==> src/rtl/amba4_pkg.sv <==
// Shared AMBA4 AXI types, encodings and small helpers used by the burst logic.
package amba4_pkg;

    // Field types for the AXI address channels.
    typedef logic [7:0] LEN_T;
    typedef logic [2:0] SIZE_T;
    typedef logic [1:0] BURST_T;
    typedef logic [1:0] RESP_T;

    // AXBURST encodings.
    localparam BURST_T BURST_FIXED = 2'b00;
    localparam BURST_T BURST_INCR  = 2'b01;
    localparam BURST_T BURST_WRAP  = 2'b10;
    localparam BURST_T BURST_RSVD  = 2'b11;

    // xRESP encodings.
    localparam RESP_T RESP_OKAY   = 2'b00;
    localparam RESP_T RESP_EXOKAY = 2'b01;
    localparam RESP_T RESP_SLVERR = 2'b10;
    localparam RESP_T RESP_DECERR = 2'b11;

    // A legal wrap burst spans at most 16 beats of 128 bytes, so 12 bits of mask suffice.
    localparam int unsigned WRAP_MASK_W = 12;
    // Wide enough for (255+1) << 7 so the intermediate never overflows.
    localparam int unsigned WRAP_TOTAL_W = 20;

    // Byte mask of the wrap container: ((len+1) << size) - 1.
    function automatic logic [WRAP_MASK_W-1:0] wrap_mask(input LEN_T len, input SIZE_T size);
        logic [WRAP_TOTAL_W-1:0] total;
        total = (WRAP_TOTAL_W'(len) + WRAP_TOTAL_W'(1)) << size;
        return WRAP_MASK_W'(total - WRAP_TOTAL_W'(1));
    endfunction

endpackage

==> src/rtl/axi4_burst_addr_gen.sv <==
// Expands an AXI4 AW/AR command into one address per beat (FIXED/INCR/WRAP),
// flagging illegal commands while still emitting len+1 beats.
module axi4_burst_addr_gen
    import amba4_pkg::*;
#(
    parameter int unsigned ADDR_W     = 32,
    parameter int unsigned ID_W       = 4,
    parameter int unsigned DATA_BYTES = 8
) (
    input  logic              clk,
    input  logic              rst,

    input  logic              cmd_valid,
    output logic              cmd_ready,
    input  logic [ID_W-1:0]   cmd_id,
    input  logic [ADDR_W-1:0] cmd_addr,
    input  LEN_T              cmd_len,
    input  SIZE_T             cmd_size,
    input  BURST_T            cmd_burst,

    output logic              beat_valid,
    input  logic              beat_ready,
    output logic [ID_W-1:0]   beat_id,
    output logic [ADDR_W-1:0] beat_addr,
    output LEN_T              beat_idx,
    output logic              beat_last,
    output logic              beat_err
);

    // Largest AXSIZE the data bus can carry.
    localparam int unsigned MAX_SIZE = $clog2(DATA_BYTES);

    typedef enum logic {
        ST_IDLE  = 1'b0,
        ST_BURST = 1'b1
    } state_t;

    state_t              state_q;
    state_t              state_d;

    logic                cmd_acc;
    logic                beat_hs;
    logic                cmd_err;
    logic [ADDR_W-1:0]   cmd_size_mask;

    LEN_T                len_q;
    SIZE_T               size_q;
    BURST_T              burst_q;
    logic [ADDR_W-1:0]   wmask_q;

    logic [ADDR_W-1:0]   beat_bytes;
    logic [ADDR_W-1:0]   incr_base;
    logic [ADDR_W-1:0]   wrap_sum;
    logic [ADDR_W-1:0]   next_addr;

    assign cmd_acc = cmd_valid && cmd_ready;
    assign beat_hs = beat_valid && beat_ready;

    // State register.
    always_ff @(posedge clk) begin
        if (rst) begin
            state_q <= ST_IDLE;
        end else begin
            state_q <= state_d;
        end
    end

    // Next state: a last-beat handshake retires the burst unless a new command chains in.
    always_comb begin
        state_d = state_q;
        case (state_q)
            ST_IDLE: begin
                if (cmd_acc) begin
                    state_d = ST_BURST;
                end
            end
            ST_BURST: begin
                if (beat_hs && beat_last && !cmd_acc) begin
                    state_d = ST_IDLE;
                end
            end
            default: state_d = ST_IDLE;
        endcase
    end

    // Handshake outputs: a new command may be taken in the same cycle the last beat leaves.
    always_comb begin
        beat_valid = 1'b0;
        cmd_ready  = 1'b0;
        beat_valid = (state_q == ST_BURST);
        cmd_ready  = (state_q == ST_IDLE) || (beat_valid && beat_ready && beat_last);
    end

    // Legality of the incoming command.
    always_comb begin
        cmd_err       = 1'b0;
        cmd_size_mask = ADDR_W'((32'd1 << cmd_size) - 32'd1);
        if (cmd_burst == BURST_RSVD) begin
            cmd_err = 1'b1;
        end
        if (32'(cmd_size) > MAX_SIZE) begin
            cmd_err = 1'b1;
        end
        if (cmd_burst == BURST_WRAP) begin
            if (!((cmd_len == LEN_T'(1)) || (cmd_len == LEN_T'(3)) ||
                  (cmd_len == LEN_T'(7)) || (cmd_len == LEN_T'(15)))) begin
                cmd_err = 1'b1;
            end
            if ((cmd_addr & cmd_size_mask) != '0) begin
                cmd_err = 1'b1;
            end
        end
    end

    // Address of the following beat; FIXED and erroneous bursts hold the command address.
    always_comb begin
        beat_bytes = ADDR_W'(32'd1 << size_q);
        incr_base  = beat_addr & ~(beat_bytes - ADDR_W'(1));
        wrap_sum   = beat_addr + beat_bytes;
        next_addr  = beat_addr;
        if (!beat_err) begin
            case (burst_q)
                BURST_INCR: next_addr = incr_base + beat_bytes;
                BURST_WRAP: next_addr = (beat_addr & ~wmask_q) | (wrap_sum & wmask_q);
                default:    next_addr = beat_addr;
            endcase
        end
    end

    // Beat payload: loaded with beat 0 on accept, advanced on every beat handshake.
    always_ff @(posedge clk) begin
        if (rst) begin
            beat_id   <= '0;
            beat_addr <= '0;
            beat_idx  <= '0;
            beat_last <= 1'b0;
            beat_err  <= 1'b0;
            len_q     <= '0;
            size_q    <= '0;
            burst_q   <= BURST_FIXED;
            wmask_q   <= '0;
        end else if (cmd_acc) begin
            beat_id   <= cmd_id;
            beat_addr <= cmd_addr;
            beat_idx  <= '0;
            beat_last <= (cmd_len == LEN_T'(0));
            beat_err  <= cmd_err;
            len_q     <= cmd_len;
            size_q    <= cmd_size;
            burst_q   <= cmd_burst;
            wmask_q   <= ADDR_W'(wrap_mask(cmd_len, cmd_size));
        end else if (beat_hs) begin
            beat_idx  <= beat_idx + LEN_T'(1);
            beat_addr <= next_addr;
            beat_last <= ((beat_idx + LEN_T'(1)) == len_q);
        end
    end

endmodule

==> config.mk <==
export PLATFORM = sky130hd
export DESIGN_NAME = axi4_burst_addr_gen
export DESIGN_NICKNAME = d
export VERILOG_FILES = /design/src/rtl/amba4_pkg.sv /design/src/rtl/axi4_burst_addr_gen.sv
export SDC_FILE = /design/constraint.sdc
export NUM_CORES = 1
export LEC_CHECK = 0
export ABC_AREA = 1
export CAP_MARGIN = 30
export CORE_MARGIN = 2
export CORE_UTILIZATION = 35
export CTS_BUF_LIST = sky130_fd_sc_hd__clkbuf_8
export CTS_CLUSTER_DIAMETER = 120
export DETAILED_ROUTE_END_ITERATION = 12
export GPL_TIMING_DRIVEN = 1
export PLACE_DENSITY = 0.59
export SETUP_SLACK_MARGIN = 0.4
export SLEW_MARGIN = 20
export SYNTH_ARGS = -nofsm -noshare
export SYNTH_HDL_FRONTEND = slang
export SYNTH_SLANG_ARGS = --single-unit
export TNS_END_PERCENT = 30
==> constraint.sdc <==
create_clock -name clk -period 6.9 [get_ports clk]
set_input_delay 1.035 -clock clk [delete_from_list [all_inputs] [get_ports clk]]
set_output_delay 1.035 -clock clk [all_outputs]
set_load 0.03 [all_outputs]
==> results.cfg, run 1 <==
[timing]
finalCritPeriodShare_pct = 64.9
fin_crit_ps = 4480
final.setup.tns_ps = 0
timing.hold.ws_ps = 485
fmax_ghz = 0.223
finClkSkew_ps = 11.4
rsz0062_at_grt = no
relSlewSlack_pct = 41.5
maxSlewViolCount = 0
worst_pin_slew_ps = 875
hold_viol_final = 0
setup_viol = 0

[drt]
vias = 6864
drc = 0
wl_mm = 20.2
routed_via_density = 5.24
detail-route-antenna-nets = 0
routedWlPerCell_um = 15.5
dr.first_iter.drc_count = 426
drt_first_pass_iters = 5

[floorplan]
core_area_um2 = 17200
die_h_um = 136
die-area_um2 = 18500
start_util_pct = 35.6
ioPinCount = 101
rows = 48
die_x_um = 136

[logic_synthesis]
synth_cells = 1001
ys.flop_type = dfxtp_1
syn_area_um2 = 6120
avgSynthCellArea_um2 = 6.11
synth_cell_types = 55
syn_nets = 1076
async_reset_ff_share_pct = 0
synth_top_cell_by_area = dfxtp_1
yosys_register_bits = 72
synth-edff-count = 0
synth_top_area_share_pct = 23.6
ys_seq_area_share_pct = 23.6
yosys_warnings = 0
netlist_top_cells_area = dfxtp_1 (24%), nand2_1 (13%), nand3_1 (8.8%), a21oi_1 (7.7%), inv_1 (7.4%)

[grt]
grt_max_degree = 57
antenna_found_initial = 0
grt_remaining_overflow = 0
track_usage_pct = 22.1
first_global_vias = 6320
grt_pass1_wl_mm = 32.4

[critical_path]
worst_setup_path_start_kind = input pin
required_ps = 7210
crit_type = input pin to flip-flop
cp.arrival_ps = 4790
crit_fanout = 56
startpoint = beat_ready
r2r-end = beat_addr[25]
ff2ff_path_depth = 9
endpoint = beat_addr[25]
end_kind = flip-flop
rr_startpoint = beat_last
rrSetupSlack_ps = 3210

[clock_tree]
cts-hold-fix-buffers = 0
clk_root_buffer_cell = clkbuf_8
clk_latency_ps = 370
h-tree-depth = 3
cts_buffers = 9
clkTransAtPathRegs_ps = 90
clock-sinks = 72
cts_setup_buffers = 0
cts.path.max_buffers = 2
cts_tree = yes
cts_resized = 0

[power]
p_per_area_nw_per_um2 = 170
p_leak_uw = 0.00318
vdd_ir_drop_max_mv = 0.123

[placement]
routabilityCongestion = 0.902
portBuffers = 100
post-dp-hpwl_mm = 15.8

[finish]
layout.nets = 1154
antennaDiodeCount = 0
drive_gt1_share_pct = 6.64
syn_to_final_growth_pct = 22.2
fillers = 1895

[run]
drv_cap = 0

[hold_path]
hold_class = flip-flop to flip-flop
hold_depth = 2

[status]
status = complete, no violations
[placed cells by master, fill, tap and decap left out, types with 8 or more instances in the layout]
cell type	count
a21oi_1	94
clkbuf_8	9
clkdlybuf4s50_1	100
dfxtp_1	72
ha_1	21
inv_1	120
inv_2	9
nand2_1	208
nand2_2	10
nand3_1	107
nand4_1	26
nor2_1	81
nor3_1	19
o21ai_0	74
o21ai_1	8
xor2_1	20
[cell usage after synthesis (all sizes together), types with 3 or more instances]
cell type	number
nand2	223
buf	10
nor3	19
o22ai	3
clkbuf	27
nand3b	3
a31oi	5
inv	130
a21boi	4
or2	4
xnor2	7
o21bai	4
xor2	20
nor2	90
nor4	7
nand4	26
nand3	114
ha	21
o211ai	6
a21oi	98
dfxtp	72
a211oi	5
a21o	3
o21ai	83
[metal layers]
metal	routed length [um]	up-vias	track usage, %
li1	-	3511	-
met1	9340	3125	29.0
met2	9190	196	36.4
met3	1200	32	4.44
met4	496	0	7.18
met5	0	-	0
[layout make-up]
type                            count  area, um2  share of cell area [%]
Multi-Input combinational cell    761       4040                    54.0
Sequential cell                    72       1440                    19.3
Timing Repair Buffer              104       1030                    13.8
Inverter                          131        494                    6.61
Tap cell                          225        282                    3.77
Clock buffer                        9        124                    1.66
Clock inverter                      7       63.8                   0.854
[cell families (layout without fill, tap and decap cells)]
family / after synthesis / count (layout) / share of synthesized area, %
simple gates: 491 / 491 / 37.3
compound gates: 221 / 221 / 20.1
buf+inv: 168 / 251 / 10.6
flops: 72 / 72 / 23.6
xor+xnor: 27 / 27 / 3.87
fa+ha+maj: 22 / 22 / 4.62
[power breakdown]
part	internal, uW	switching (uW)
clock	138	190
combinational	163	269
sequential	453	51.8
total	755	512
[worst max-delay path: stages]
cell             delay, ps
clkdlybuf4s50_1        520
nand2_1                140
a21oi_4                540
buf_4                  550
nor2_1                 210
inv_1                  300
nand2_1                530
inv_1                  640
o21ai_0                190
a21oi_2                130
[worst min-delay path by stage]
| stage | from | endpoint | slack [ps] |
|---|---|---|---|
| 6_report | burst_q[1] | burst_q[1] | 480 |
| 2_1_floorplan | burst_q[0] | burst_q[0] | 440 |
| 3_5_place_dp | burst_q[1] | burst_q[1] | 480 |
| 3_3_place_gp | burst_q[1] | burst_q[1] | 470 |
| 5_1_grt | burst_q[1] | burst_q[1] | 500 |
| 4_1_cts | burst_q[1] | burst_q[1] | 490 |
[through the flow]
stage	instances	util, %	worst slack [ps]	total power, uW	instance area (um2)
4_1_cts	1309	43.5	2500	1280	7470
5_1_grt	1309	43.5	2180	1340	7470
6_report	1309	43.5	2420	1270	7470
3_3_place_gp	1293	42.4	2150	942	7280
3_5_place_dp	1293	42.4	2090	944	7280
2_1_floorplan	1001	-	4130	779	6120
Note: power is estimated with default switching activity, not from simulation.
==> run 2, diff against run 1 <==
==> constraint.sdc (replaced) <==
create_clock -name clk -period 4.6 [get_ports clk]
set_input_delay 0.69 -clock clk [delete_from_list [all_inputs] [get_ports clk]]
set_output_delay 0.69 -clock clk [all_outputs]
set_load 0.03 [all_outputs]
==> run 2 against run 1 <==
Effect of this change: critical endpoint is now wmask_q[10]; first-iteration DRC count fell by 11%; die area stayed put; highest routed layer unchanged; combinational power up 51%.
==> results.cfg, run 2 (synthesis results as in run 1) <==
[floorplan]
ioPinCount = 101
die_x_um = 136
rows = 48
die-area_um2 = 18500
core_area_um2 = 17200
die_h_um = 136
start_util_pct = 35.6

[timing]
rsz0062_at_grt = no
finClkSkew_ps = 15.7
worst_pin_slew_ps = 910
setup_viol = 0
fin_crit_ps = 3200
final.setup.tns_ps = 0
fmax_ghz = 0.313
hold_viol_final = 0
maxSlewViolCount = 0
timing.hold.ws_ps = 479
finalCritPeriodShare_pct = 69.5
setup_ws_ps = 1400
relSlewSlack_pct = 39.3

[placement]
place_area_um2 = 7320
portBuffers = 100
post-dp-hpwl_mm = 16.1
preCtsSetupSlack_ps = 1080
routabilityCongestion = 0.909

[finish]
multiInputGateArea_um2 = 4040
fillers = 1887
antennaDiodeCount = 0
seq_area_um2 = 1440
final_common_cell = nand2_1
layout.nets = 1159
final_cell_mix = nand2_1 (208), inv_1 (120), nand3_1 (107)
drive_gt1_share_pct = 7.07
fin_area_um2 = 7510
syn_to_final_growth_pct = 22.8

[power]
power_uw = 1920
clock_power_share_pct = 26.7
pwr-share-seq_pct = 39.3
swShare_pct = 41.0
p_comb_share_pct = 34.0
vdd_ir_drop_max_mv = 0.122
p_int_uw = 1130
p_leak_uw = 0.00320
p_switching_uw = 789
p_per_area_nw_per_um2 = 256

[critical_path]
endpoint = wmask_q[10]
end_kind = flip-flop
worst_setup_path_start_kind = input pin
crit_fanout = 17
rr_startpoint = size_q[1]
crit_type = input pin to flip-flop
r2r-end = beat_addr[25]
startpoint = cmd_size[0]
required_ps = 4880
cp.arrival_ps = 3480
ff2ff_path_depth = 17
rrSetupSlack_ps = 1610

[grt]
first_global_vias = 6273
grt.busiest_layer = met2
track_usage_pct = 22.7
grt_max_degree = 44
grt_remaining_overflow = 0
grt_pass1_wl_mm = 33.2
gr-usage-met3_pct = 3.84
use_met1_pct = 30.3
met2_usage_pct = 37.9
antenna_found_initial = 0

[hold_path]
holdCritStartpoint = burst_q[1]
hold_class = flip-flop to flip-flop

[drt]
detail-route-antenna-nets = 0
drt_first_pass_iters = 5
dr.first_iter.drc_count = 378
drc = 0
routedWlPerCell_um = 15.7
routed_via_density = 5.19
wl_mm = 20.7
vias = 6821

[clock_tree]
clk_latency_ps = 390
clock-sinks = 72
clkTransAtPathRegs_ps = 90
cts.path.max_buffers = 2
cts-hold-fix-buffers = 0
cts_buffers = 9
cts_tree = yes
cts_setup_buffers = 0
cts_resized = 0
h-tree-depth = 3
clk_root_buffer_cell = clkbuf_8

[status]
status = complete, no violations

[run]
drv_cap = 0
==> run 2: changes by cell type in the layout (fill, tap and decap cells not counted) <==
cell,previous run,this run
buf_4,4,9
clkinv_4,1,0
clkinvlp_4,2,3
==> run 2: routing by layer <==
metal / part of all wire [%] / routed length, um
met3: 5.1 / 1050
met4: 1.5 / 312
met2: 47 / 9640
met1: 47 / 9660
met5: 0 / 0
==> run 2: metrics by stage <==
stage / cells / utilization [%]
after global placement: 1298 / 42.6
final: 1314 / 43.7
after global routing: 1314 / 43.7
after floorplan: 1001 / -
after detailed placement: 1298 / 42.6
after CTS: 1314 / 43.7
==> run 2: area by class of cell <==
cell class	instances	area share [%]
Sequential cell	72	19.2
Timing Repair Buffer	109	14.2
Clock buffer	9	1.65
Tap cell	225	3.75
Clock inverter	7	0.833
Inverter	131	6.58
Multi-Input combinational cell	761	53.8
==> run 2: worst min path at each step <==
| stage | slack, ps | end | depth (start not counted) |
|---|---|---|---|
| final | 480 | burst_q[1] | 2 |
| after global routing | 520 | burst_q[1] | 2 |
| after CTS | 480 | burst_q[1] | 2 |
| after detailed placement | 470 | burst_q[1] | 2 |
| after global placement | 470 | burst_q[1] | 2 |
| after floorplan | 440 | burst_q[0] | 2 |
==> run 2: worst max-delay path: stages <==
cell and delay (ps):
clkdlybuf4s50_1 860, inv_1 370, nand2_1 210, nor2_1 80, inv_1 100, ha_1 180, nand2_1 60, inv_1 70
nand2_1 80, nor2_2 160, nand3_1 130, nor2_1 190, nand2_1 70, nand2_1 60, nand3_1 60, nand2_1 70
inv_1 30
==> run 2: power groups by stage <==
stage | sequential (uW) | clock (uW) | combinational (uW)
2_1_floorplan | 816 | 0 | 353
3_3_place_gp | 768 | 0 | 651
3_5_place_dp | 768 | 0 | 651
4_1_cts | 754 | 522 | 654
5_1_grt | 765 | 542 | 727
6_report | 756 | 514 | 654
==> run 3, diff against run 2 <==
==> constraint.sdc (replaced) <==
create_clock -name clk -period 3.31 [get_ports clk]
set_input_delay 0.4965 -clock clk [delete_from_list [all_inputs] [get_ports clk]]
set_output_delay 0.4965 -clock clk [all_outputs]
set_load 0.03 [all_outputs]
==> run 3 against run 2 <==
Effect of this change: sequential power is 39% higher; setup slack worse by 770 ps; clock-buffer cell count stayed put; register-to-register slack worse by 950 ps; power is 40% higher; wire length is 1.7% lower; clock power rose by 42%; sequential share of layout area is 0.14 points lower; die area did not move.
==> results.cfg, run 3 (synthesis results as in run 1) <==
[finish]
final_cell_mix = nand2_1 (208), inv_1 (121), nand3_1 (107)
layout.nets = 1168
syn_to_final_growth_pct = 24.6
fillers = 1866
final_common_cell = nand2_1
fin_area_um2 = 7620
antennaDiodeCount = 0
final_core_util_pct = 44.4
drive_gt1_share_pct = 8.38

[grt]
track_usage_pct = 22.6
grt_pass1_wl_mm = 33.1
grt_remaining_overflow = 0
antenna_found_initial = 0
first_global_vias = 6436
grt_max_degree = 47

[timing]
timing.hold.ws_ps = 479
maxSlewViolCount = 0
final.setup.tns_ps = 0
hold_viol_final = 0
setup_viol = 0
relSlewSlack_pct = 61.5
finClkSkew_ps = 14.6
worst_pin_slew_ps = 576
setup_ws_ps = 636
finalCritPeriodShare_pct = 80.8
fin_crit_ps = 2670
fmax_ghz = 0.374
rsz0062_at_grt = no

[hold_path]
hold_end = burst_q[0]
hold_depth = 2
holdCritStartpoint = burst_q[0]
hold_class = flip-flop to flip-flop

[clock_tree]
cts.path.max_buffers = 2
clock-sinks = 72
clk_root_buffer_cell = clkbuf_8
cts_tree = yes
cts_buffers = 9
clkTransAtPathRegs_ps = 80
h-tree-depth = 3
clk_latency_ps = 370

[drt]
dr.first_iter.drc_count = 440
drt_first_pass_iters = 5
routed_via_density = 5.17
routedWlPerCell_um = 15.3
wl_mm = 20.3
drc = 0
vias = 6835
detail-route-antenna-nets = 0

[placement]
post-dp-hpwl_mm = 15.9
portBuffers = 100
preCtsSetupSlack_ps = 217
place_area_um2 = 7380
routabilityCongestion = 0.900

[critical_path]
crit_slowest_cell = clkdlybuf4s50_1
path_cells = clkdlybuf4s50_1, inv_2, ha_1, o21ai_2, inv_1, nand2_1, ha_1, nand2_1, inv_1, nand2_1, nor2_2, nand3_1, nor2_1, nand2_1, nand2_1, nand3_1, nand2_1, inv_1
ff2ff_path_depth = 17
r2r-end = beat_addr[25]
worst_setup_path_start_kind = input pin
max_stage_delay_ps = 590
crit_type = input pin to flip-flop
end_kind = flip-flop
required_ps = 3590
rrSetupSlack_ps = 660
cpMostUsedCell = nand2_1
crit_fanout = 6
cp.arrival_ps = 2950
rr_startpoint = size_q[2]

[run]
drv_cap = 0

[power]
p_leak_uw = 0.00325
p_per_area_nw_per_um2 = 354
vdd_ir_drop_max_mv = 0.208

[floorplan]
ioPinCount = 101
die_h_um = 136
die_x_um = 136
start_util_pct = 35.6
die-area_um2 = 18500
rows = 48
core_area_um2 = 17200

[status]
status = complete, no violations
## run 3: cell types whose count changed in the layout (fill, tap and decap cells not counted), sizes merged
cell / delta
buf: +9
bufinv: +1
clkinv: +1
clkinvlp: -1
inv: -1
## run 3: power breakdown
part	switching [uW]	total, uW	leakage [uW]	internal [uW]
registers	102	1050	0.000595	945
logic	567	922	0.00256	355
clock network	383	732	0.0000974	349
## run 3: final cells by class
class	instances	area, um2	share of cell area [%]
clock buffers	9	124	1.63
repair buffers	118	1140	14.9
flip-flops and latches	72	1450	19.1
well taps	225	282	3.69
inverters	131	494	6.48
multi-input cells	761	4060	53.3
clock inverters	7	71.3	0.936
## run 3: per-stage QoR
stage | std cells | total power, uW
2_1_floorplan | 1001 | 1620
3_3_place_gp | 1306 | 1970
3_5_place_dp | 1306 | 1980
4_1_cts | 1322 | 2720
5_1_grt | 1323 | 2880
6_report | 1323 | 2700
## run 3: timing repair
action,in CTS,in global routing
setup endpoints to repair,0,27
hold buffers,0,0
buffers inserted,0,1
resized for setup,0,11
## run 3: worst max-delay path by stage
stage	startpoint	end	slack [ps]
after floorplan	size_q[2]	beat_addr[25]	760
after global placement	cmd_len[0]	wmask_q[10]	260
after detailed placement	cmd_len[0]	wmask_q[10]	220
after CTS	size_q[0]	beat_addr[25]	400
after global routing	size_q[1]	beat_addr[24]	410
final	cmd_len[0]	wmask_q[10]	640
## run 3: worst max-delay path, delay by kind of cell
kind,cells,cell delay (ps)
AO/OA/AOI/OAI,1,170
AND/OR/NAND/NOR,10,940
buffers and inverters,5,840
adder cells (fa/ha/maj),2,500
## run 3: routing by layer
metal  global-route usage, %  routed length [um]  vias to the layer above  part of all wire [%]
li1                        -                   -                     3537                     -
met3                    3.54                 971                       20                   4.8
met4                    6.25                 280                        0                   1.4
met5                       0                   0                        -                     0
met1                    29.9                9560                     3106                    47
met2                    38.0                9490                      172                    47
